[src/rtl/apb_pkg.sv]
// Shared APB definitions: FSM encoding, response codes, default ID and
// counter sizing helper.
package apb_pkg;

  typedef enum logic {
    ST_IDLE   = 1'b0,
    ST_ACCESS = 1'b1
  } apb_state_e;

  localparam logic RESP_OKAY = 1'b0;
  localparam logic RESP_ERR  = 1'b1;

  localparam logic [31:0] DEFAULT_ID = 32'hA9B0_0001;

  // Bits needed to hold max_value; never less than one.
  function automatic int cnt_width(input int max_value);
    if (max_value < 2) return 1;
    return $clog2(max_value + 1);
  endfunction

endpackage

[src/rtl/apb_wait_ctr.sv]
// Loadable down-counter that paces APB wait states; zero flags completion.
module apb_wait_ctr #(
  parameter int WIDTH = 1
) (
  input  logic             clk,
  input  logic             rst_n,
  input  logic             load,
  input  logic             dec,
  input  logic [WIDTH-1:0] value,
  output logic             zero
);

  logic [WIDTH-1:0] cnt_reg;

  always_ff @(posedge clk or negedge rst_n) begin
    if (!rst_n) begin
      cnt_reg <= '0;
    end else if (load) begin
      cnt_reg <= value;
    end else if (dec && (cnt_reg != '0)) begin
      cnt_reg <= cnt_reg - 1'b1;
    end
  end

  assign zero = (cnt_reg == '0);

endmodule

[src/rtl/apb_regfile_slave.sv]
// APB register-file slave: read-only ID at index 0, byte-strobed writable
// registers above it, programmable wait states and error response.
module apb_regfile_slave
  import apb_pkg::*;
#(
  parameter int          DATA_WIDTH  = 32,
  parameter int          ADDR_WIDTH  = 32,
  parameter int          NUM_REGS    = 8,
  parameter int          SEL_INDEX   = 0,
  parameter int          WAIT_STATES = 1,
  parameter logic [31:0] ID_VALUE    = DEFAULT_ID
) (
  input  logic                           Hclk,
  input  logic                           Hresetn,
  input  logic [2:0]                     Pselx,
  input  logic                           Penable,
  input  logic                           Pwrite,
  input  logic [ADDR_WIDTH-1:0]          Paddr,
  input  logic [DATA_WIDTH-1:0]          Pwdata,
  input  logic [DATA_WIDTH/8-1:0]        Pstrb,
  output logic [DATA_WIDTH-1:0]          Prdata,
  output logic                           Pready,
  output logic                           Pslverr,
  output logic [NUM_REGS*DATA_WIDTH-1:0] reg_q
);

  localparam int STRB_W = DATA_WIDTH / 8;
  localparam int IDX_W  = ADDR_WIDTH - 2;
  localparam int CNT_W  = cnt_width(WAIT_STATES);
  localparam logic [DATA_WIDTH-1:0] ID_WORD = DATA_WIDTH'(ID_VALUE);

  apb_state_e          state_reg, state_next;
  logic                sel, setup, access_ok, cnt_zero;
  logic [IDX_W-1:0]    idx_reg;
  logic                write_reg;
  logic [DATA_WIDTH-1:0] wdata_reg;
  logic [STRB_W-1:0]   strb_reg;
  logic                err, pready_int, commit;
  logic [DATA_WIDTH-1:0] rd_word;
  logic                unused_bits;

  assign sel       = Pselx[SEL_INDEX];
  assign setup     = (state_reg == ST_IDLE) && sel && !Penable;
  assign access_ok = sel && Penable;
  assign unused_bits = ^{Paddr[1:0], Pselx};

  apb_wait_ctr #(.WIDTH(CNT_W)) u_wait_ctr (
    .clk   (Hclk),
    .rst_n (Hresetn),
    .load  (setup),
    .dec   ((state_reg == ST_ACCESS) && access_ok),
    .value (CNT_W'(WAIT_STATES)),
    .zero  (cnt_zero)
  );

  // Setup-phase capture; the access phase works only from these copies.
  always_ff @(posedge Hclk or negedge Hresetn) begin
    if (!Hresetn) begin
      idx_reg   <= '0;
      write_reg <= 1'b0;
      wdata_reg <= '0;
      strb_reg  <= '0;
    end else if (setup) begin
      idx_reg   <= Paddr[ADDR_WIDTH-1:2];
      write_reg <= Pwrite;
      wdata_reg <= Pwdata;
      strb_reg  <= Pstrb;
    end
  end

  always_ff @(posedge Hclk or negedge Hresetn) begin
    if (!Hresetn) state_reg <= ST_IDLE;
    else          state_reg <= state_next;
  end

  always_comb begin
    state_next = state_reg;
    case (state_reg)
      ST_IDLE:   if (setup) state_next = ST_ACCESS;
      ST_ACCESS: if (!access_ok || cnt_zero) state_next = ST_IDLE;
      default:   state_next = ST_IDLE;
    endcase
  end

  assign err    = (idx_reg >= IDX_W'(NUM_REGS)) || (write_reg && (idx_reg == '0));
  assign commit = pready_int && write_reg && !err;

  always_comb begin
    rd_word = ID_WORD;
    for (int i = 1; i < NUM_REGS; i++) begin
      if (idx_reg == IDX_W'(i)) rd_word = reg_q[i*DATA_WIDTH +: DATA_WIDTH];
    end
  end

  // Response outputs are all forced to zero outside the completion cycle.
  always_comb begin
    pready_int = (state_reg == ST_ACCESS) && access_ok && cnt_zero;
    Pready     = pready_int;
    Pslverr    = RESP_OKAY;
    Prdata     = '0;
    if (pready_int) begin
      Pslverr = err ? RESP_ERR : RESP_OKAY;
      if (!write_reg && !err) Prdata = rd_word;
    end
  end

  assign reg_q[0 +: DATA_WIDTH] = ID_WORD;

  for (genvar gi = 1; gi < NUM_REGS; gi++) begin : g_reg
    logic [DATA_WIDTH-1:0] word_reg;

    always_ff @(posedge Hclk or negedge Hresetn) begin
      if (!Hresetn) begin
        word_reg <= '0;
      end else if (commit && (idx_reg == IDX_W'(gi))) begin
        for (int b = 0; b < STRB_W; b++) begin
          if (strb_reg[b]) word_reg[8*b +: 8] <= wdata_reg[8*b +: 8];
        end
      end
    end

    assign reg_q[gi*DATA_WIDTH +: DATA_WIDTH] = word_reg;
  end

endmodule

[config.mk]
export PLATFORM = sky130hd
export DESIGN_NAME = apb_regfile_slave
export DESIGN_NICKNAME = d
export VERILOG_FILES = /design/src/rtl/apb_pkg.sv /design/src/rtl/apb_wait_ctr.sv /design/src/rtl/apb_regfile_slave.sv
export SDC_FILE = /design/constraint.sdc
export NUM_CORES = 1
export LEC_CHECK = 0
export CAP_MARGIN = 10
export CORE_MARGIN = 2
export CORE_UTILIZATION = 45
export DETAILED_ROUTE_END_ITERATION = 7
export PLACE_DENSITY_LB_ADDON = 0.1
export SETUP_SLACK_MARGIN = 0.5
export SYNTH_ARGS = -nofsm -noshare
export SYNTH_HDL_FRONTEND = slang
export SYNTH_SLANG_ARGS = --single-unit
[constraint.sdc]
create_clock -name Hclk -period 3.9 [get_ports Hclk]
set_clock_uncertainty 0.05 [all_clocks]
set_input_delay 0.585 -clock Hclk [delete_from_list [all_inputs] [get_ports Hclk]]
set_output_delay 0.585 -clock Hclk [all_outputs]
set_load 0.02 [all_outputs]
==> results of run 1 <==
## power groups by stage
| stage | clock [mW] | combinational (mW) | sequential, mW |
|---|---|---|---|
| global placement | 0 | 0.889 | 3.42 |
| CTS | 3.23 | 0.969 | 3.38 |
| finish | 3.17 | 0.973 | 3.39 |
| global route | 3.37 | 1.04 | 3.41 |
| detailed placement | 0 | 0.900 | 3.43 |
| floorplan | 0 | 0.568 | 3.34 |
## kinds of logic after synthesis
logic type      after synthesis  share of synthesized area [%]
other cells                   2                         0.0537
buf+inv                     110                           4.24
compound gates              148                           7.23
flops                       293                           52.4
mux                         331                           26.8
simple gates                159                           9.24
## metrics by stage
stage | worst slack, ns | instance area (um^2) | utilization [%] | power [mW]
global placement | 0.339 | 17900 | 58.5 | 4.31
global route | 0.449 | 19300 | 63.2 | 7.82
floorplan | 0.626 | 14100 | - | 3.91
detailed placement | 0.339 | 17900 | 58.5 | 4.33
CTS | 0.354 | 19200 | 62.9 | 7.58
finish | 0.526 | 19300 | 63.2 | 7.53
## what timing repair did
| item | CTS | global route |
|---|---|---|
| buffers inserted | 11 | 3 |
| pin swaps | 2 | 1 |
| resized for setup | 69 | 19 |
| setup endpoints to repair | 33 | 15 |
| gates cloned | 2 | 1 |
## worst max-delay path by stage
stage / startpoint / end / slack, ns / cells after the start
detailed placement: Penable / Prdata[13] / 0.34 / 7
CTS: Penable / Prdata[22] / 0.35 / 8
global route: idx_reg[12] / Prdata[4] / 0.45 / 7
floorplan: Pselx[0] / Prdata[13] / 0.63 / 6
finish: idx_reg[8] / Prdata[4] / 0.53 / 7
global placement: Penable / Prdata[13] / 0.34 / 7
## final cells by class
type                       instances  share of cell area, %
multi-input combinational        671                   32.7
clock buffer                      50                   5.41
sequential                       293                   38.0
clock inverter                    10                  0.427
timing repair buffer             403                   20.6
antenna                            2                 0.0259
tap                              396                   2.56
inverter                          14                  0.272
## synthesized netlist by cell type, types with 10 or more instances
library cell / instances / share of area, %
dfrtp_1: 293 / 52
mux2_2: 293 / 24
clkbuf_1: 44 / 1.2
nand2_1: 42 / 1.1
a21oi_1: 40 / 1.4
buf_4: 35 / 1.9
mux2i_1: 32 / 2.3
nor4_4: 28 / 4.3
o21ai_0: 23 / 0.82
o22ai_1: 19 / 0.85
nand3_1: 18 / 0.64
a22oi_1: 17 / 0.91
a32o_1: 17 / 1.2
or3_1: 17 / 0.76
inv_1: 14 / 0.38
nand2b_1: 10 / 0.45
## layer usage
metal	up-vias	GRT usage, %	wire (um)
li1	4583	-	-
met1	5299	37.4	19400
met2	410	42.6	20300
met3	76	6.87	3410
met4	2	9.35	1300
met5	-	0	13
==> impl_metrics.toml, run 1 <==
[status]
outcome = "finished, final reports clean"

[clocking]
cts_sinks = 293
cts_made_buffers = 34
cts_tree = "built"
cts_htree_levels = 2
cts_buffer_depth = 3
clk-insertion-delay-late_ns = 0.51
clk_pin_slew_ns = 0.06
cts_root_buf = "clkbuf_16"
cts_hold_buf = 0

[floorplan]
dieArea_um2 = 32500
start_util_pct = 45.7
die_h_um = 180
die_w_um = 180
fp.coreArea_um2 = 30600
io_pins = 365
num_rows = 64

[route]
routedWlPerCell_um = 24.2
dr_total_vias = 10370
viasPerCell = 5.64
postRouteAntennaNets = 0
drtIter0Drc = 608
drt_wl_total_um = 44500
drc = 0
first_pass_iters = 5

[final_layout]
stdcell_count = 1839
largest_register_ffs = 224
drive_gt1_share_pct = 33.7
multiInputGateArea_um2 = 6310
final_cell_mix = "294 x clkdlybuf4s50_1, 293 x mux2_2, 290 x dfrtp_1"
final_common_cell = "clkdlybuf4s50_1"
register_area_um2 = 7340
num-fill-cells = 2458
nets = 1492
syn2layout_area_growth_pct = 38.1

[power]
irDropWorstVdd_uv = 344
p_sw_share_pct = 26.8
power_density_nw_per_um2 = 390
p_switching_mw = 2.02
p_int_mw = 5.51
leakagePower_nw = 8.83
power_frac_comb_pct = 12.9
pwr-share-seq_pct = 45.0
p_clk_share_pct = 42.1

[timing]
rsz0062_at_grt = "yes"
period_share_pct = 86.5
period_minus_slack_ns = 3.37
slew_violations = 0
fin_tns_setup_ns = 0
max_freq_mhz = 296
tightest_slew_ns = 0.989
setup_violations = 0
relSlewSlack_pct = 33.9
hold_viol = 0
holdWs_ns = 0.0903

[synthesis]
synthCells = 1043
ys_seq_area_share_pct = 52.4
synthDistinctLibCells = 41
ys.flop_type = "dfrtp_1"
yosys_warnings = 0
synth_edf_count = 0
synthArstFlopShare_pct = 100
synth_area_um2 = 14000
ys_seq_elements = 293
avgSynthCellArea_um2 = 13.4

[worst_setup_path]
max_stage_delay_ns = 0.41
path_delay_family = "buffers and inverters"
path_cells = "nor4_2 -> buf_4 -> nand3_4 -> buf_6 -> o32ai_1 -> a2111oi_0 -> dlygate4sd2_1"
reg2regPathDepth = 6
r2r_slack_ns = 1.07
reg2reg_to = "g_reg[2].word_reg[25]"
cp.arrival_ns = 2.74
worstPathRequired_ns = 3.26
cp_slowest_cell = "dlygate4sd2_1"
start_kind = "register"
path_class = "register to output port"
end_kind = "output port"
r2r-start = "idx_reg[1]"
path_buf_inv = 3
crit_fanout = 19

[global_routing]
track_usage_pct = 27.3
grt_first_pass_wirelength_um = 68100
grt_max_degree = 105
grt_antenna_before_repair = 3
grt_overflow = 0
first_global_vias = 10764

[placement]
gp_congestion = 0.808
port_buffers = 328
placedCellCount = 1760
dpl.hpwl_um = 29200

[flow_run]
maxCapViolCount = 0

[hold_path]
min_path_type = "input pin to async pin"
(Power assumes the default switching activity.)
==> inputs of run 2 (changes only) <==
SLEW_MARGIN = 20   (was unset)
==> results of run 2 <==
Same layout as run 1: the final DEF is identical, and so are final timing and power.
